--- config.mk ---
export PLATFORM = sky130hd
export DESIGN_NAME = lane_event_sequencer
export DESIGN_NICKNAME = d
export VERILOG_FILES = /design/src/rtl/lane_seq_pkg.sv /design/src/rtl/lane_seq_fifo.sv /design/src/rtl/lane_event_sequencer.sv
export SDC_FILE = /design/constraint.sdc
export NUM_CORES = 1
export LEC_CHECK = 0
export ABC_AREA = 1
export CAP_MARGIN = 20
export CORE_MARGIN = 3
export CORE_UTILIZATION = 25
export DETAILED_ROUTE_END_ITERATION = 6
export GPL_ROUTABILITY_DRIVEN = 0
export PLACE_DENSITY_LB_ADDON = 0.25
export SKIP_LAST_GASP = 1
export SLEW_MARGIN = 20
export SYNTH_ARGS = -nofsm -noshare
export SYNTH_HDL_FRONTEND = slang
export SYNTH_SLANG_ARGS = --single-unit
--- constraint.sdc ---
create_clock -name clk -period 2.3 [get_ports clk]
set_input_delay 0.23 -clock clk [delete_from_list [all_inputs] [get_ports clk]]
set_output_delay 0.23 -clock clk [all_outputs]
set_load 0.01 [all_outputs]
--- src/rtl/lane_seq_pkg.sv ---
// lane_seq_pkg
//   Shared definitions for the lane event sequencer: FIFO entry layout,
//   op and mode encodings, and the driver state enum.
//   Entry layout: {op[1:0], plate[4:0]}; departures carry plate 0.
package lane_seq_pkg;

  localparam int ENTRY_W = 7;

  localparam logic [1:0] OP_REMA = 2'd0;
  localparam logic [1:0] OP_REMB = 2'd1;
  localparam logic [1:0] OP_ADDA = 2'd2;
  localparam logic [1:0] OP_ADDB = 2'd3;

  localparam logic [2:0] MODE_IDLE    = 3'b000;
  localparam logic [2:0] MODE_DISPLAY = 3'b100;

  typedef enum logic [1:0] {
    ST_IDLE,
    ST_SETUP,
    ST_PULSE,
    ST_HOLD
  } drv_state_e;

  function automatic logic [ENTRY_W-1:0] pack_entry(input logic [1:0] op,
                                                    input logic [4:0] plate);
    return {op, plate};
  endfunction

endpackage

--- src/rtl/lane_seq_fifo.sv ---
// lane_seq_fifo
//   Synchronous FIFO with full/empty flags. A push while full is accepted
//   only when a pop happens in the same cycle (the pop frees the slot).
//   Pops while empty are ignored.
// Ports:
//   clk, rst_n     clock, synchronous active-low reset
//   push, wdata    write request and data
//   pop            read request; rdata shows the head combinationally
//   full, empty    occupancy flags
module lane_seq_fifo #(
  parameter int DEPTH = 8,
  parameter int WIDTH = 7
) (
  input  logic             clk,
  input  logic             rst_n,
  input  logic             push,
  input  logic [WIDTH-1:0] wdata,
  input  logic             pop,
  output logic [WIDTH-1:0] rdata,
  output logic             full,
  output logic             empty
);

  localparam int AW = $clog2(DEPTH);

  logic [WIDTH-1:0] mem_q [DEPTH];
  logic [AW-1:0]    wr_ptr_q;
  logic [AW-1:0]    rd_ptr_q;
  logic [AW:0]      count_q;
  logic             wr_en;
  logic             rd_en;

  assign empty = (count_q == '0);
  assign full  = (count_q == (AW+1)'(DEPTH));
  assign rd_en = pop && !empty;
  assign wr_en = push && (!full || rd_en);
  assign rdata = mem_q[rd_ptr_q];

  always_ff @(posedge clk) begin
    if (!rst_n) begin
      wr_ptr_q <= '0;
      rd_ptr_q <= '0;
      count_q  <= '0;
    end else begin
      if (wr_en) wr_ptr_q <= wr_ptr_q + 1'b1;
      if (rd_en) rd_ptr_q <= rd_ptr_q + 1'b1;
      case ({wr_en, rd_en})
        2'b10:   count_q <= count_q + 1'b1;
        2'b01:   count_q <= count_q - 1'b1;
        default: count_q <= count_q;
      endcase
    end
  end

  // Storage needs no reset; occupancy is tracked by the pointers.
  always_ff @(posedge clk) begin
    if (wr_en) mem_q[wr_ptr_q] <= wdata;
  end

endmodule

--- src/rtl/lane_event_sequencer.sv ---
// lane_event_sequencer
//   Arbitrates lane A/B arrival and departure requests into one event
//   stream (priority depA > depB > arrA > arrB), buffers it in a FIFO and
//   replays each event downstream as mode/plate setup, one action pulse,
//   and a hold phase. Projected lane counts (committed + queued) gate
//   acceptance so no removal hits an empty lane and no add a full lane.
//   Optional build macro DROP_COUNTER_EN adds drop_count, a saturating
//   count of cycles where a request was refused only by its lane check.
// Ports:
//   clk, rst_n                       clock, synchronous active-low reset
//   arrA/arrB_valid/plate/ready      arrival handshakes
//   depA/depB_valid/ready            departure handshakes
//   disp_req                         display-mode level request (IDLE only)
//   mode, plateOut, action           downstream event interface
//   carsA, carsB                     committed lane occupancy
//   busy                             FIFO non-empty or driver active
//   drop_count                       (DROP_COUNTER_EN only)
//
//   state    | meaning
//   ST_IDLE  | no event in flight; pop head or show idle/display mode
//   ST_SETUP | mode/plate stable, action low, SETUP_CYC cycles
//   ST_PULSE | action high, PULSE_CYC cycles; lane count committed on entry
//   ST_HOLD  | action low, mode/plate held, HOLD_CYC cycles
module lane_event_sequencer
  import lane_seq_pkg::*;
#(
  parameter int DEPTH     = 8,
  parameter int MAX_CARS  = 30,
  parameter int SETUP_CYC = 1,
  parameter int PULSE_CYC = 1,
  parameter int HOLD_CYC  = 1
) (
  input  logic       clk,
  input  logic       rst_n,
  input  logic       arrA_valid,
  input  logic [4:0] arrA_plate,
  output logic       arrA_ready,
  input  logic       arrB_valid,
  input  logic [4:0] arrB_plate,
  output logic       arrB_ready,
  input  logic       depA_valid,
  output logic       depA_ready,
  input  logic       depB_valid,
  output logic       depB_ready,
  input  logic       disp_req,
  output logic [2:0] mode,
  output logic [4:0] plateOut,
  output logic       action,
  output logic [4:0] carsA,
  output logic [4:0] carsB,
  output logic       busy
`ifdef DROP_COUNTER_EN
  ,
  output logic [7:0] drop_count
`endif
);

  localparam int CNT_MAX_SP = (SETUP_CYC > PULSE_CYC) ? SETUP_CYC : PULSE_CYC;
  localparam int CNT_MAX    = (CNT_MAX_SP > HOLD_CYC) ? CNT_MAX_SP : HOLD_CYC;
  localparam int CNT_W      = $clog2(CNT_MAX + 1);
  localparam logic [4:0] MAX_C = 5'(MAX_CARS);

  logic               fifo_push;
  logic               fifo_pop;
  logic               fifo_full;
  logic               fifo_empty;
  logic [ENTRY_W-1:0] fifo_wdata;
  logic [ENTRY_W-1:0] fifo_rdata;

  logic [4:0]  projA_q, projB_q;
  logic        space;
  logic        remA_ok, remB_ok, addA_ok, addB_ok;
  logic        gnt_depA, gnt_depB, gnt_arrA, gnt_arrB;

  drv_state_e       state_q;
  logic [CNT_W-1:0] cnt_q;
  logic [2:0]       mode_q;
  logic [4:0]       plate_q;
  logic             action_q;
  logic [4:0]       carsA_q, carsB_q;

  // Popping in IDLE frees a slot, so a full FIFO can still accept that cycle.
  assign fifo_pop = (state_q == ST_IDLE) && !fifo_empty;
  assign space    = !fifo_full || fifo_pop;
  assign remA_ok  = (projA_q != '0);
  assign remB_ok  = (projB_q != '0);
  assign addA_ok  = (projA_q < MAX_C);
  assign addB_ok  = (projB_q < MAX_C);

  always_comb begin
    gnt_depA   = 1'b0;
    gnt_depB   = 1'b0;
    gnt_arrA   = 1'b0;
    gnt_arrB   = 1'b0;
    fifo_wdata = '0;
    if (rst_n && space) begin
      if (depA_valid && remA_ok)      gnt_depA = 1'b1;
      else if (depB_valid && remB_ok) gnt_depB = 1'b1;
      else if (arrA_valid && addA_ok) gnt_arrA = 1'b1;
      else if (arrB_valid && addB_ok) gnt_arrB = 1'b1;
    end
    if (gnt_depA)      fifo_wdata = pack_entry(OP_REMA, 5'd0);
    else if (gnt_depB) fifo_wdata = pack_entry(OP_REMB, 5'd0);
    else if (gnt_arrA) fifo_wdata = pack_entry(OP_ADDA, arrA_plate);
    else if (gnt_arrB) fifo_wdata = pack_entry(OP_ADDB, arrB_plate);
  end

  assign fifo_push  = gnt_depA | gnt_depB | gnt_arrA | gnt_arrB;
  assign depA_ready = gnt_depA;
  assign depB_ready = gnt_depB;
  assign arrA_ready = gnt_arrA;
  assign arrB_ready = gnt_arrB;

  lane_seq_fifo #(
    .DEPTH (DEPTH),
    .WIDTH (ENTRY_W)
  ) u_fifo (
    .clk   (clk),
    .rst_n (rst_n),
    .push  (fifo_push),
    .wdata (fifo_wdata),
    .pop   (fifo_pop),
    .rdata (fifo_rdata),
    .full  (fifo_full),
    .empty (fifo_empty)
  );

  // Projected counts move at push time so back-to-back requests see queued work.
  always_ff @(posedge clk) begin
    if (!rst_n) begin
      projA_q <= '0;
      projB_q <= '0;
    end else begin
      if (gnt_depA)      projA_q <= projA_q - 1'b1;
      else if (gnt_depB) projB_q <= projB_q - 1'b1;
      else if (gnt_arrA) projA_q <= projA_q + 1'b1;
      else if (gnt_arrB) projB_q <= projB_q + 1'b1;
    end
  end

  always_ff @(posedge clk) begin
    if (!rst_n) begin
      state_q  <= ST_IDLE;
      cnt_q    <= '0;
      mode_q   <= MODE_IDLE;
      plate_q  <= '0;
      action_q <= 1'b0;
      carsA_q  <= '0;
      carsB_q  <= '0;
    end else begin
      case (state_q)
        ST_IDLE: begin
          action_q <= 1'b0;
          if (!fifo_empty) begin
            mode_q  <= {1'b0, fifo_rdata[ENTRY_W-1 -: 2]};
            plate_q <= fifo_rdata[4:0];
            cnt_q   <= CNT_W'(SETUP_CYC - 1);
            state_q <= ST_SETUP;
          end else begin
            mode_q  <= disp_req ? MODE_DISPLAY : MODE_IDLE;
            plate_q <= '0;
          end
        end
        ST_SETUP: begin
          if (cnt_q == '0) begin
            state_q  <= ST_PULSE;
            action_q <= 1'b1;
            cnt_q    <= CNT_W'(PULSE_CYC - 1);
            // mode_q[1:0] is the op of the in-flight event.
            case (mode_q[1:0])
              OP_REMA: carsA_q <= carsA_q - 1'b1;
              OP_REMB: carsB_q <= carsB_q - 1'b1;
              OP_ADDA: carsA_q <= carsA_q + 1'b1;
              OP_ADDB: carsB_q <= carsB_q + 1'b1;
              default: ;
            endcase
          end else begin
            cnt_q <= cnt_q - 1'b1;
          end
        end
        ST_PULSE: begin
          if (cnt_q == '0) begin
            state_q  <= ST_HOLD;
            action_q <= 1'b0;
            cnt_q    <= CNT_W'(HOLD_CYC - 1);
          end else begin
            cnt_q <= cnt_q - 1'b1;
          end
        end
        ST_HOLD: begin
          if (cnt_q == '0) state_q <= ST_IDLE;
          else             cnt_q   <= cnt_q - 1'b1;
        end
        default: state_q <= ST_IDLE;
      endcase
    end
  end

  assign mode     = mode_q;
  assign plateOut = plate_q;
  assign action   = action_q;
  assign carsA    = carsA_q;
  assign carsB    = carsB_q;
  assign busy     = !fifo_empty || (state_q != ST_IDLE);

`ifdef DROP_COUNTER_EN
  logic       lane_refused;
  logic [7:0] drop_q;

  // With FIFO space available, a refused valid request failed only its lane check.
  assign lane_refused = space && ((depA_valid && !remA_ok) || (depB_valid && !remB_ok) ||
                                  (arrA_valid && !addA_ok) || (arrB_valid && !addB_ok));

  always_ff @(posedge clk) begin
    if (!rst_n)                             drop_q <= '0;
    else if (lane_refused && drop_q != '1)  drop_q <= drop_q + 1'b1;
  end

  assign drop_count = drop_q;
`endif

endmodule

==> Word level (Yosys, flattened, before mapping) <==
Memories as Yosys holds them, arrays and structs flattened. A register that Yosys moved wholly into a read port is not among the register bits.
Index checks and enable logic that the tools add are counted.
{ "totals": {"word_cells": 125, "memories": 1, "mem_bits_rw": 56, "inputBits": 17, "regBits": 42} }
{ "op_classes": {"n_bitwise": 5, "muxes": 45, "add_sub_neg": 13, "magnitude_cmp": 2, "eq_ne": 15, "reduce_logical": 32} }
{ "memory_table": {"columns": ["name", "depth", "width", "rd", "rd_ports_with_merged_regs", "write_ports", "line_no", "source"], "rows": [
  ["u_fifo.mem_q", 8, 7, 1, 1, 1, "lane_seq_fifo.sv:26", "logic [WIDTH-1:0] mem_q [DEPTH];"]
]} }
{ "op_table": {"columns": ["operator", "n"], "rows": [
  ["5-bit 2-to-1 mux", 7],
  ["7-bit 2-to-1 mux", 4],
  ["5-bit by 1-bit adder with 5-bit output, second input constant", 4],
  ["1-bit 2-to-1 mux", 20],
  ["5-bit case mux with 2 select lines", 2],
  ["5-bit by 1-bit subtractor with 5-bit output, second input constant", 4],
  ["3-bit 2-to-1 mux", 4],
  ["2-bit inequality test, second input constant", 6],
  ["3-bit AND reduction", 4],
  ["2-bit nonzero test", 6],
  ["2-bit == test, second input constant", 5],
  ["5-bit less-than comparator, second input constant", 2],
  ["5-bit nonzero test", 2],
  ["1-bit logical AND", 8],
  ["2-bit 2-to-1 mux", 4],
  ["2-bit case mux with 4 select lines", 1],
  ["4-bit case mux with 2 select lines", 1],
  ["3-bit by 1-bit adder with 3-bit output, second input constant", 2],
  ["2-bit by 1-bit == test with 1-bit output, second input constant", 3],
  ["4-bit by 1-bit adder with 4-bit output, second input constant", 1],
  ["4-bit == test, second input constant", 1],
  ["2-bit zero test", 2],
  ["4-bit zero test", 1],
  ["4-bit AND reduction", 1],
  ["other kinds (11)", 17]
]} }

==> Logic depth before layout (Yosys ltp) <==
Gate-level depths: netlist of the first run.
{ "logic_depth": {"word_depth": 12, "mapped_depth": 19, "depth_no_buf": 19} }

==> Cells and area by module <==
From an unflattened synthesis of the first run, not the netlist that was laid out.
{ "hier_totals": {"hier_cells": 498, "hier_area_um2": 4823.4} }
{ "modules_own_cells": {"columns": ["module", "area_per_inst_um2", "n_inst", "cells_each", "seq_area_each_um2"], "rows": [
  ["lane_seq_fifo", 2887.8, 1, 239, 1941.9],
  ["lane_event_sequencer", 1935.6, 1, 259, 620.6]
]} }

==> Least setup slack after synthesis of the first run <==
No wires, ideal clock.
{ "synth_path": {"path_kind": "register -> register", "start": "register state_q[0]", "end": "register u_fifo.count_q[2]", "arrival_ns": 2.318, "required_time_ns": 2.185, "setup_time_ns": 0.115, "stages_incl_launch_ff": 19, "setup_slack_ns": -0.133, "period_less_slack_ns": 2.433, "cell_sequence": "dfxtp_1 inv_1 ha_1 nor2_1 nand3_2 nand2_4 inv_4 nand2_4 nor2_8 nor2_4 nand2_4 inv_1 ha_1 xor2_1 ha_1 a21oi_1 xor2_1 o21ai_0 inv_1"} }
{ "synth_via": {"elab_cells_between_ends": 18} }
{ "synth_lines": {"columns": ["element", "line_no", "source"], "rows": [
  ["from (decl)", "lane_event_sequencer.sv:75", "drv_state_e state_q;"],
  ["from (signal assigned)", "lane_event_sequencer.sv:143", "state_q <= ST_IDLE;"],
  ["from (signal assigned)", "lane_event_sequencer.sv:158", "state_q <= ST_SETUP;"],
  ["from (signal assigned)", "lane_event_sequencer.sv:166", "state_q <= ST_PULSE;"],
  ["2-bit zero test (*)", "lane_event_sequencer.sv:83", "assign fifo_pop = (state_q == ST_IDLE) && !fifo_empty;"],
  ["1-bit logical AND (*)", "lane_event_sequencer.sv:83", null],
  ["1-bit logical OR (*)", "lane_event_sequencer.sv:84", "assign space = !fifo_full || fifo_pop;"],
  ["1-bit logical AND (*)", "lane_event_sequencer.sv:96", "if (rst_n && space) begin"],
  ["1-bit 2-to-1 mux (*)", "lane_event_sequencer.sv:96", null],
  ["net arrA_ready", "lane_event_sequencer.sv:37", "output logic arrA_ready,"],
  ["1-bit OR (*) (2 in a row)", "lane_event_sequencer.sv:108", "assign fifo_push = gnt_depA | gnt_depB | gnt_arrA | gnt_arrB;"],
  ["1-bit logical AND (*)", "lane_seq_fifo.sv:36", "assign wr_en = push && (!full || rd_en);"],
  ["2-bit by 1-bit == test with 1-bit output / 2-bit == test (equally long branches)", "lane_seq_fifo.sv:47", "case ({wr_en, rd_en})"],
  ["4-bit case mux with 2 select lines / 2-bit nonzero test (equally long branches)", null, null],
  ["to (signal assigned)", "lane_seq_fifo.sv:48", "2'b10: count_q <= count_q + 1'b1;"],
  ["to (signal assigned)", "lane_seq_fifo.sv:49", "2'b01: count_q <= count_q - 1'b1;"],
  ["to (signal assigned)", "lane_seq_fifo.sv:50", "default: count_q <= count_q;"],
  ["to (decl)", "lane_seq_fifo.sv:29", "logic [AW:0] count_q;"]
]} }
The timed path passes the listed nets; every way through them passes the cells marked *.
A chain may end at the register's enable or synchronous reset.

==> Worst setup path in the final report of the first run <==
{ "layout_path": {"start": "register state_q[1]", "end": "output port depA_ready"} }
{ "layout_via": {"elab_chain_cells": 5} }
{ "layout_lines": {"columns": ["element", "line_no", "source"], "rows": [
  ["2-bit zero test", "lane_event_sequencer.sv:83", null],
  ["1-bit logical AND", "lane_event_sequencer.sv:83", null],
  ["1-bit logical OR", "lane_event_sequencer.sv:84", null],
  ["1-bit logical AND", "lane_event_sequencer.sv:96", null],
  ["1-bit 2-to-1 mux", "lane_event_sequencer.sv:96", null],
  ["to (decl)", "lane_event_sequencer.sv:42", "output logic depA_ready,"]
]} }
Every way passes these cells.

==> metrics.yaml, run 1 <==
synthesis:
  ys_seq_area_share_pct: 53.8
  synth-adder-area-share_pct: 7.46
  synth_mux_area_share_pct: 0
  synth_area_leaders: "edfxtp_1, dfxtp_1, nor2_1, o21ai_0, ha_1"
  yosys.area_share.simple_pct: 15.9
  synth_xor_area_share_pct: 2.57
  syn_area_per_cell_um2: 9.53
  synth_compound_area_share_pct: 14.5
  syn_nets: 543
  syn-cell-area_um2: 4760
  ys_seq_elements: 100
  yosysWarnings: 0
  synth_top_family_by_area: "simple AND/OR/NAND/NOR gates"
  synth_area_leader_cell: "edfxtp_1"
  syn_inst: 500
  synth_cell_type_count: 32
  synth_top_area_share_pct: 35.3
pwr:
  seqPwrFrac_pct: 35.8
  pwr-share-comb_pct: 44.1
  power.internal_w: 0.00447
  clockPowerShare_pct: 20.1
  p_leak_nw: 2.44
  total_power_w: 0.00721
  max-vdd-ir-drop_uv: 409
  switching_share_pct: 37.9
  switchingPower_w: 0.00273
  powerDensity_nw_per_um2: 1180
detailed_routing:
  drtPass1Iterations: 4
  vias: 3606
  routed_wl_um: 10600
  dr.first_iter.drc_count: 225
  drc_errors: 0
  ant_nets: 0
  avgRoutedWirePerCell_um: 13.0
  viasPerCell: 4.44
worst_setup_path:
  rr_endpoint: "u_fifo.count_q[3]"
  cp_cell_sequence: "inv_2 > ha_4 > nor2_4 > nand3_2 > nand2_4 > nor2_1 > buf_4 > clkdlybuf4s50_1"
  path_class: "reg2out"
  endpoint: "depA_ready"
  cp.depth: 8
  critical_path_arrival_ns: 2.03
  reg2reg_depth: 19
  crit_family: "buffers and inverters"
  end_kind: "output port"
  cp_slowest_cell: "clkdlybuf4s50_1"
  cp-start-kind: "register"
  required_ns: 2.07
  crit_buf_inv: 3
  crit_fanout: 4
  startpoint: "state_q[1]"
  critPathMaxStageDelay_ns: 0.54
  timing.rr.start: "state_q[0]"
  r2r_setup_slack_ns: 0.06
cts:
  cts_tree: "yes"
  worstSkewPairLatency_ns: 0.35
  htreeDepth: 3
  root_buffer: "clkbuf_16"
  cts.sinks: 100
  max-clock-path-buffers: 2
  cts_buffers: 9
  clk_pin_slew_ns: 0.07
  hold_buffers: 0
floorplanning:
  rows: 49
  core_area_um2: 18300
  die_area_um2: 20700
  die_h_um: 144
  chipWidth_um: 144
  io_pins: 41
  start_util_pct: 26.0
final_layout:
  register_area_um2: 2570
  nFillCells: 1828
  fin_cells: 813
  syn_to_final_growth_pct: 28.4
  multi_input_comb_area_um2: 2020
  layout-drive-gt1-share_pct: 18.3
  fin_area_um2: 6120
  fin_nets: 622
  diodes: 0
timing:
  finClkSkew_ns: 0.00831
  slew_violations: 0
  max_slew_margin_pct: 64.1
  grt_setup_unrepaired: "true"
  setup_violations: 0
  fin_crit_sh_pct: 98.4
  fin_setup_tns_ns: 0
  setup_ws_ns: 0.0372
  max_freq_mhz: 442
  period_minus_slack_ns: 2.26
  worstMarginPinSlew_ns: 0.538
  hold_violations: 0
grt:
  antenna_found_initial: 0
  grt_overflow: 0
  grt.total_usage_pct: 10.8
  grt_max_degree: 30
  first_global_vias: 3552
  grt_pass1_wl_um: 17700
placement:
  port_buffers: 40
  dp_cells: 785
  dpl_cell_area_um2: 5650
  place_ws_ns: -0.0601
  dp_hpwl_um: 7430
worst_hold_path:
  hp-class: "in2reg"
status:
  outcome: "completed"
run:
  cap_viol_max_count: 0
[through the flow]
| step | hold slack [ns] | util [%] |
|---|---|---|
| 2_1_floorplan | 0.374 | - |
| 3_3_place_gp | 0.449 | 30.8 |
| 3_5_place_dp | 0.453 | 30.8 |
| 4_1_cts | 0.447 | 32.7 |
| 5_1_grt | 0.493 | 33.4 |
| 6_report | 0.454 | 33.4 |
[layer usage]
| metal | GRT usage (%) | vias to the layer above | wire length [um] |
|---|---|---|---|
| met5 | 0 | - | 0 |
| met4 | 4.76 | 0 | 183 |
| met3 | 2.12 | 11 | 349 |
| met2 | 17.5 | 47 | 4850 |
| met1 | 14.0 | 1686 | 5220 |
| li1 | - | 1862 | - |
[sequential cells by signal, indices dropped and copies added, names as in the netlist, named ones only]
name,count
plateOut,5
u_fifo.mem_q,56
u_fifo.count_q,4
state_q,2
carsB,5
u_fifo.rd_ptr_q,3
action,1
u_fifo.wr_ptr_q,3
mode,3
projA_q,5
carsA,5
projB_q,5
[cell families (layout without fill, tap and decap cells)]
logic type               after synthesis  count (layout)
flip-flops                           100             100
adder cells (fa/ha/maj)               26              26
XOR/XNOR                              14              14
buffers and inverters                 70             154
AND/OR/NAND/NOR                      168             168
AO/OA/AOI/OAI                        122             122
[synth_stat cells, drive strengths merged]
library cell,instances
clkinv,1
xnor2,7
a22o,5
ha,22
clkbuf,6
nand4,4
a31oi,2
xor2,7
o31ai,1
buf,8
nand3,15
dfxtp,44
o221ai,2
a21oi,39
o21ai,59
edfxtp,56
nand2,67
inv,55
fa,4
o211ai,14
nor2,82
[layout make-up]
type,instances,share of cell area [%]
sequential,100,42.0
tap,229,4.68
clock inverter,5,0.696
inverter,56,3.64
multi-input combinational,330,33.0
clock buffer,11,3.97
timing repair buffer,82,12.0
[tightest hold or removal path: stages]
cell and delay, ns:
clkdlybuf4s50_1 0.41, nand2_1 0.07, a21oi_1 0.05
[how the worst min path moves through the flow]
stage                      startpoint     endpoint  slack (ns)  depth (start not counted)
after floorplan              disp_req      mode[2]        0.37                          2
after global placement       carsB[4]     carsB[4]        0.45                          2
after detailed placement  plateOut[2]  plateOut[2]        0.45                          2
after CTS                    disp_req      mode[2]        0.45                          3
after global routing         disp_req      mode[2]        0.49                          3
final                        disp_req      mode[2]        0.45                          3
[layout by cell type, fill, tap and decap left out, types with 2 or more instances in the layout]
cell type	count
clkinvlp_4	5
inv_4	2
a21oi_1	37
inv_1	45
inv_2	6
fa_1	3
xnor2_1	7
ha_1	18
nor2_4	2
o211ai_1	14
xor2_1	6
nand2_2	8
clkbuf_16	9
o21ai_1	3
o21ai_0	55
edfxtp_1	56
nand2_4	4
nor2_2	5
dfxtp_1	37
a31oi_1	2
nand4_1	4
nand3_2	4
o221ai_1	2
a22o_1	5
nor2_1	74
buf_4	41
clkdlybuf4s50_1	37
dlymetal6s2s_1	2
dfxtp_2	7
nand2_1	55
nand3_1	11
ha_4	4
[power by group through the flow]
stage,combinational [W],clock [W],sequential (W)
final,0.00318,0.00145,0.00258
after global routing,0.00363,0.00157,0.00263
after CTS,0.00311,0.00150,0.00257
after detailed placement,0.00298,0,0.00260
after global placement,0.00291,0,0.00260
after floorplan,0.00188,0,0.00260
[what timing repair did]
action | in CTS | in global routing
pin swaps | 6 | 5
gates resized for setup | 9 | 17
setup endpoints to repair | 6 | 17
buffers inserted | 6 | 6
No activity file was read; power rests on OpenSTA's default activity.
==> inputs of run 2 (changes only) <==
--- a/config.mk
+++ b/config.mk
@@ -7,6 +7,7 @@
 export LEC_CHECK = 0
 export ABC_AREA = 1
 export CAP_MARGIN = 20
+export CORE_ASPECT_RATIO = 1.1
 export CORE_MARGIN = 3
 export CORE_UTILIZATION = 25
 export DETAILED_ROUTE_END_ITERATION = 6
==> run 2 against run 1 <==
Effect of this change:
- sequential power barely moved
- register-to-register slack worse by 0.02 ns
- largest cell class unchanged
- highest routed layer unchanged
- worst hold slack better by 0.0096 ns
- clock power increased by 14%
- die area is essentially flat
- non-clock buffer count down 6
==> metrics.yaml, run 2 (synthesis gave the netlist of run 1 again) <==
status:
  outcome: "completed"
detailed_routing:
  viasPerCell: 4.34  # -2.1%
  vias: 3564  # -1.2%
  ant_nets: 0  # unchanged
  drc_errors: 0  # unchanged
  drtPass1Iterations: 4  # unchanged
  avgRoutedWirePerCell_um: 12.8  # -1.5%
  dr.first_iter.drc_count: 191  # -15%
  routed_wl_um: 10500  # -0.54%
worst_setup_path:
  crit_family: "buffers and inverters"
  reg2reg_depth: 18  # -1
  crit_fanout: 4  # unchanged
  cp.depth: 9  # +1
  cp_slowest_cell: "clkdlybuf4s50_1"
  critical_path_arrival_ns: 2.06  # +0.03 ns
  crit_buf_inv: 4  # +1
  path_class: "reg2out"
  r2r_setup_slack_ns: 0.04  # -0.02 ns
  rr_endpoint: "u_fifo.count_q[2]"
  cp-start-kind: "register"
  cp_cell_sequence: "inv_2 > ha_4 > nor2_4 > nand3_2 > nand2_4 > buf_4 > nor2_4 > buf_4 > clkdlybuf4s50_1"
  critPathMaxStageDelay_ns: 0.54  # about the same
  timing.rr.start: "state_q[0]"
  end_kind: "output port"
  required_ns: 2.07  # about the same
floorplanning:
  die_area_um2: 20700  # about the same
  rows: 52  # +6.1%
  chipWidth_um: 138  # -4.5%
  die_h_um: 151  # +4.7%
  core_area_um2: 18500  # +1.2%
  start_util_pct: 25.7  # -0.30 points
  io_pins: 41  # unchanged
final_layout:
  final_cell_mix: "nor2_1, nand2_1, edfxtp_1"
  nFillCells: 1894  # +3.6%
  largest_register_ffs: 56  # unchanged
  layout_commonest_cell: "nor2_1"
  syn_to_final_growth_pct: 27.8
  multi_input_comb_area_um2: 2010  # -0.43%
  register_area_um2: 2560  # -0.24%
  largest-register: "u_fifo.mem_q"
  layout-drive-gt1-share_pct: 16.1  # -2.2 points
  diodes: 0  # unchanged
  fin_nets: 616  # -0.96%
worst_hold_path:
  min_to: "mode[2]"
  hp-class: "in2reg"
  hold_depth: 3  # unchanged
  min_from: "disp_req"
timing:
  max_freq_mhz: 436  # -1.3%
  slew_violations: 0  # unchanged
  fin_setup_tns_ns: 0  # unchanged
  fin_crit_sh_pct: 99.6  # +1.3 points
  max_slew_margin_pct: 64.9  # +0.82 points
  worstMarginPinSlew_ns: 0.526  # -0.0123 ns
  grt_setup_unrepaired: "true"
  setup_violations: 0  # unchanged
  period_minus_slack_ns: 2.29  # +0.0292 ns
  hold_violations: 0  # unchanged
  finClkSkew_ns: 0.00681  # -0.00150 ns
cts:
  cts_tree: "yes"
  root_buffer: "clkbuf_16"
  cts.sinks: 100  # unchanged
  htreeDepth: 3  # unchanged
  hold_buffers: 0  # unchanged
  worstSkewPairLatency_ns: 0.34  # about the same
  cts_buffers: 9  # unchanged
  clk_pin_slew_ns: 0.06  # about the same
  max-clock-path-buffers: 2  # unchanged
pwr:
  total_power_w: 0.00736  # +2.1%
  clockPowerShare_pct: 22.4  # +2.3 points
  switching_share_pct: 37.0  # -0.94 points
  max-vdd-ir-drop_uv: 471  # +15%
  powerDensity_nw_per_um2: 1210  # +2.6%
  power.internal_w: 0.00464  # +3.7%
  seqPwrFrac_pct: 34.7  # -1.1 points
  pwr-share-comb_pct: 42.8  # -1.3 points
  switchingPower_w: 0.00272  # -0.37%
  p_leak_nw: 2.43  # -0.48%
grt:
  grt_overflow: 0  # unchanged
  grt_pass1_wl_um: 17400  # -1.4%
  grt.total_usage_pct: 10.8  # about the same
  first_global_vias: 3535  # -0.48%
  antenna_found_initial: 0  # unchanged
  grt_max_degree: 30  # unchanged
run:
  cap_viol_max_count: 0  # unchanged
placement:
  dp_hpwl_um: 7430  # about the same
  port_buffers: 40  # unchanged
run 2: stage by stage:
step                cells  hold slack (ns)  worst slack [ns]  instance area, um^2  util, %
finish                821            0.464           0.00808                 6090     32.8
CTS                   817            0.450           -0.0581                 6010     32.4
global route          821            0.464            -0.101                 6090     32.8
global placement      798            0.446          -0.00352                 5650     30.5
floorplan             500            0.374           0.00846                 4790        -
detailed placement    798            0.457           -0.0710                 5650     30.5
run 2: how the worst max path moves through the flow:
stage | start | to | slack (ns)
2_1_floorplan | state_q[0] | u_fifo.count_q[2] | 0.008
3_3_place_gp | rst_n | projA_q[4] | -0.004
3_5_place_dp | state_q[0] | u_fifo.count_q[2] | -0.07
4_1_cts | state_q[0] | depA_ready | -0.06
5_1_grt | state_q[1] | depA_ready | -0.10
6_report | state_q[1] | depA_ready | 0.008
run 2: cell type report:
class                   count  area share, %
clock buffers              12           4.05
inverters                  56           3.53
well taps                 243           4.99
multi-input cells         330           33.0
clock inverters             4           1.32
flip-flops and latches    100           42.1
repair buffers             76           11.0
run 2: worst reg2reg max path, stage by stage (launching register included):
cell and delay, ns:
dfxtp_2 0.34, inv_2 0.05, ha_4 0.16, nor2_4 0.10
nand3_2 0.09, nand2_4 0.12, inv_4 0.05, nand2_4 0.08
nor2_8 0.04, nor2_4 0.11, nand2_4 0.07, inv_4 0.05
ha_4 0.14, xor2_2 0.17, ha_2 0.20, a21oi_2 0.04
xor2_1 0.15, o21ai_1 0.14, inv_1 0.05
run 2: power groups by stage:
stage               Sequential, W  Combinational, W  Clock, W
finish                    0.00256           0.00315   0.00165
global route              0.00261           0.00358   0.00177
CTS                       0.00256           0.00310   0.00170
detailed placement        0.00260           0.00301         0
global placement          0.00259           0.00294         0
floorplan                 0.00260           0.00188         0
run 2: repair_timing:
item	CTS	global route
buffers inserted	3	4
endpoints found under the setup margin	7	7
gates resized for setup	10	10
pin swaps	7	13
run 2: layer usage:
layer	part of all wire [%]	global-route usage (%)
met1	47	13.6
met2	47	17.7
met5	0	0
met3	2.9	1.79
met4	2.8	5.59
==> inputs of run 3 (changes only) <==
--- a/config.mk
+++ b/config.mk
@@ -17,4 +17,5 @@
 export SLEW_MARGIN = 20
 export SYNTH_ARGS = -nofsm -noshare
 export SYNTH_HDL_FRONTEND = slang
+export SYNTH_HIERARCHICAL = 1
 export SYNTH_SLANG_ARGS = --single-unit
==> run 3 against run 2 <==
Effect of this change:
- sequential share of layout area is 1.3 points lower
- first-iteration DRC count shrank 25%
- clock skew increased by 0.0025 ns
- the run now ends with setup timing left
- core utilization grew 0.88 points
- setup slack got worse by 0.055 ns
- non-clock buffer count is 11 higher
- final cell count is 1.5% higher
- global-route usage increased by 0.34 points
- critical endpoint is now u_fifo/count_q[3]
- flip-flop and latch count stayed put
==> metrics.yaml, run 3 <==
worst_setup_path:
  path_class: "reg2reg"
  required_ns: 2.55  # +0.48 ns
  cp-start-kind: "register"
  critical_path_arrival_ns: 2.59  # +0.53 ns
  crit_fanout: 3  # -1
  end_kind: "register"
timing:
  fin_setup_tns_ns: -0.0823  # -0.0823 ns
  worstMarginPinSlew_ns: 0.466  # -0.0593 ns
  grt_setup_unrepaired: "true"
  hold_violations: 0  # unchanged
  setup_ws_ns: -0.0470  # -0.0550 ns
  slew_violations: 0  # unchanged
  setup_violations: 2  # +2
  fin_hold_ws_ns: 0.446  # -0.0175 ns
  max_slew_margin_pct: 68.9  # +4.0 points
  period_minus_slack_ns: 2.35  # +0.0550 ns
  fin_crit_sh_pct: 102  # +2.4 points
  max_freq_mhz: 426  # -2.3%
  finClkSkew_ns: 0.00927  # +0.00246 ns
detailed_routing:
  ant_nets: 0  # unchanged
  vias: 3669  # +2.9%
  drtPass1Iterations: 4  # unchanged
  avgRoutedWirePerCell_um: 13.7  # +6.7%
  routed_wl_um: 11400  # +8.3%
  viasPerCell: 4.40  # +1.5%
  drc_errors: 0  # unchanged
  dr.first_iter.drc_count: 144  # -25%
floorplanning:
  start_util_pct: 25.8  # +0.14 points
  die_h_um: 152  # +0.60%
  core_area_um2: 18700  # +0.70%
  io_pins: 41  # unchanged
  chipWidth_um: 138  # +0.60%
  die_area_um2: 21000  # +1.2%
  rows: 52  # unchanged
cts:
  root_buffer: "clkbuf_16"
  worstSkewPairLatency_ns: 0.35  # about the same
  cts_buffers: 9  # unchanged
  cts.sinks: 100  # unchanged
  clk_pin_slew_ns: 0.07  # about the same
  max-clock-path-buffers: 2  # unchanged
  cts_tree: "yes"
  htreeDepth: 3  # unchanged
synthesis:
  synth_top_family_by_area: "simple AND/OR/NAND/NOR gates"
  synth.most_common_cell: "nand2_1"
  ys_seq_elements: 100  # unchanged
  synth_edf_count: 56  # unchanged
  syn_area_per_cell_um2: 9.69  # +1.7%
  synthFlopType: "edfxtp_1"
  syn_nets: 539  # -0.74%
  synth_top_area_share_pct: 34.9  # -0.44 points
  syn-cell-area_um2: 4820  # +1.3%
  async_flop_share_pct: 0  # unchanged
  synth_area_leader_cell: "edfxtp_1"
  yosysWarnings: 6  # +6
  syn_inst: 498  # -0.40%
  synth_compound_area_share_pct: 12.0  # -2.5 points
  synth-adder-area-share_pct: 6.85  # -0.61 points
  synth_area_leaders: "edfxtp_1, dfxtp_1, nand2_1, ha_1, inv_1"
  synth_cell_type_count: 38  # +19%
  ys_seq_area_share_pct: 53.1  # -0.67 points
  synth_xor_area_share_pct: 2.18  # -0.40 points
  yosys.area_share.simple_pct: 16.8  # +0.92 points
  synth_mux_area_share_pct: 2.91  # +2.9 points
  synth_commonest_cells: "nand2_1, edfxtp_1, inv_1"
placement:
  place_ws_ns: -0.0930  # -0.0220 ns
  port_buffers: 40  # unchanged
  dp_hpwl_um: 8290  # +12%
status:
  violations: "setup timing"
  outcome: "finished, violations left"
grt:
  grt_max_degree: 30  # unchanged
  antenna_found_initial: 0  # unchanged
  grt_overflow: 0  # unchanged
  grt_pass1_wl_um: 18500  # +6.5%
  grt.total_usage_pct: 11.1  # +0.34 points
  first_global_vias: 3718  # +5.2%
final_layout:
  layout_commonest_cell: "nand2_1"
  diodes: 0  # unchanged
  fin_nets: 626  # +1.6%
  final_cell_mix: "nand2_1, edfxtp_1, dfxtp_1, buf_4, inv_1"
  largest_register_ffs: 56  # unchanged
  register_area_um2: 2570  # +0.29%
  multi_input_comb_area_um2: 2110  # +4.9%
  largest-register: "u_fifo/mem_q"
  final_util_pct: 33.7  # +0.88 points
  syn_to_final_growth_pct: 30.5
  nFillCells: 1873  # -1.1%
  layout-drive-gt1-share_pct: 21.5  # +5.4 points
pwr:
  powerDensity_nw_per_um2: 1250  # +3.5%
  total_power_w: 0.00788  # +7.0%
  p_leak_nw: 2.47  # +1.6%
  max-vdd-ir-drop_uv: 493  # +4.6%
worst_hold_path:
  hp-class: "reg2reg"
run:
  cap_viol_max_count: 0  # unchanged
[run 3: final timing paths]
check / start / endpoint / slack (ns) / cells after the start
max: u_fifo/count_q[1] / u_fifo/count_q[3] / -0.05 / 22
min: action / action / 0.45 / 2
max reg2reg: u_fifo/count_q[1] / u_fifo/count_q[3] / -0.05 / 22
min reg2reg: action / action / 0.45 / 2
[run 3: what timing repair did]
action,CTS,global route
endpoints found under the hold margin,0,0
pin swaps,10,9
setup buffers,4,1
resized for setup,5,26
hold buffers,0,0
endpoints found under the setup margin,6,65
[run 3: where the power goes]
part	internal (W)	total, W	switching, W
logic	0.00167	0.00386	0.00219
clock network	0.000738	0.00139	0.000655
registers	0.00236	0.00262	0.000266
[run 3: cell type report]
cell class,count,share of cell area [%]
clock buffers,11,3.70
clock inverters,5,0.556
inverters,59,3.70
multi-input cells,328,33.5
flip-flops and latches,100,40.9
well taps,243,4.83
repair buffers,87,12.9
[run 3: critical path, cell delays in order, from the launching register on]
cell and delay, ns:
dfxtp_4 0.36, nor2_4 0.13, nand2_2 0.07, inv_2 0.06, inv_2 0.03, nand2_2 0.05, nand2_2 0.07, nand2_4 0.07
inv_4 0.04, nand4_4 0.08, nor2_4 0.06, inv_4 0.04, nand4_1 0.17, inv_2 0.14, nand3_4 0.10, inv_4 0.08
ha_4 0.21, a21oi_4 0.15, nand3_2 0.09, nand2_2 0.08, nand3_2 0.05, nand2_1 0.05, nor2_1 0.04
[run 3: cells by family after synthesis]
logic type                 after synthesis
AOI/OAI and AO/OA                      100
xor gates and xnor gates                12
adders and majority gates               24
buffers and inverters                   70
DFF                                    100
muxes                                   14
and+or+nand+nor                        178
[run 3: stage by stage]
step           area [um^2]  cells
4_1_cts               6190    832
3_3_place_gp          5890    812
6_report              6300    833
2_1_floorplan         4890    498
5_1_grt               6300    833
3_5_place_dp          5890    812
[run 3: routing by layer]
layer,share of wire (%),track usage (%),wire (um)
met2,48,19.0,5520
met3,3.7,3.26,417
met4,1.7,2.77,189
met5,0,0,0
met1,46,13.9,5300
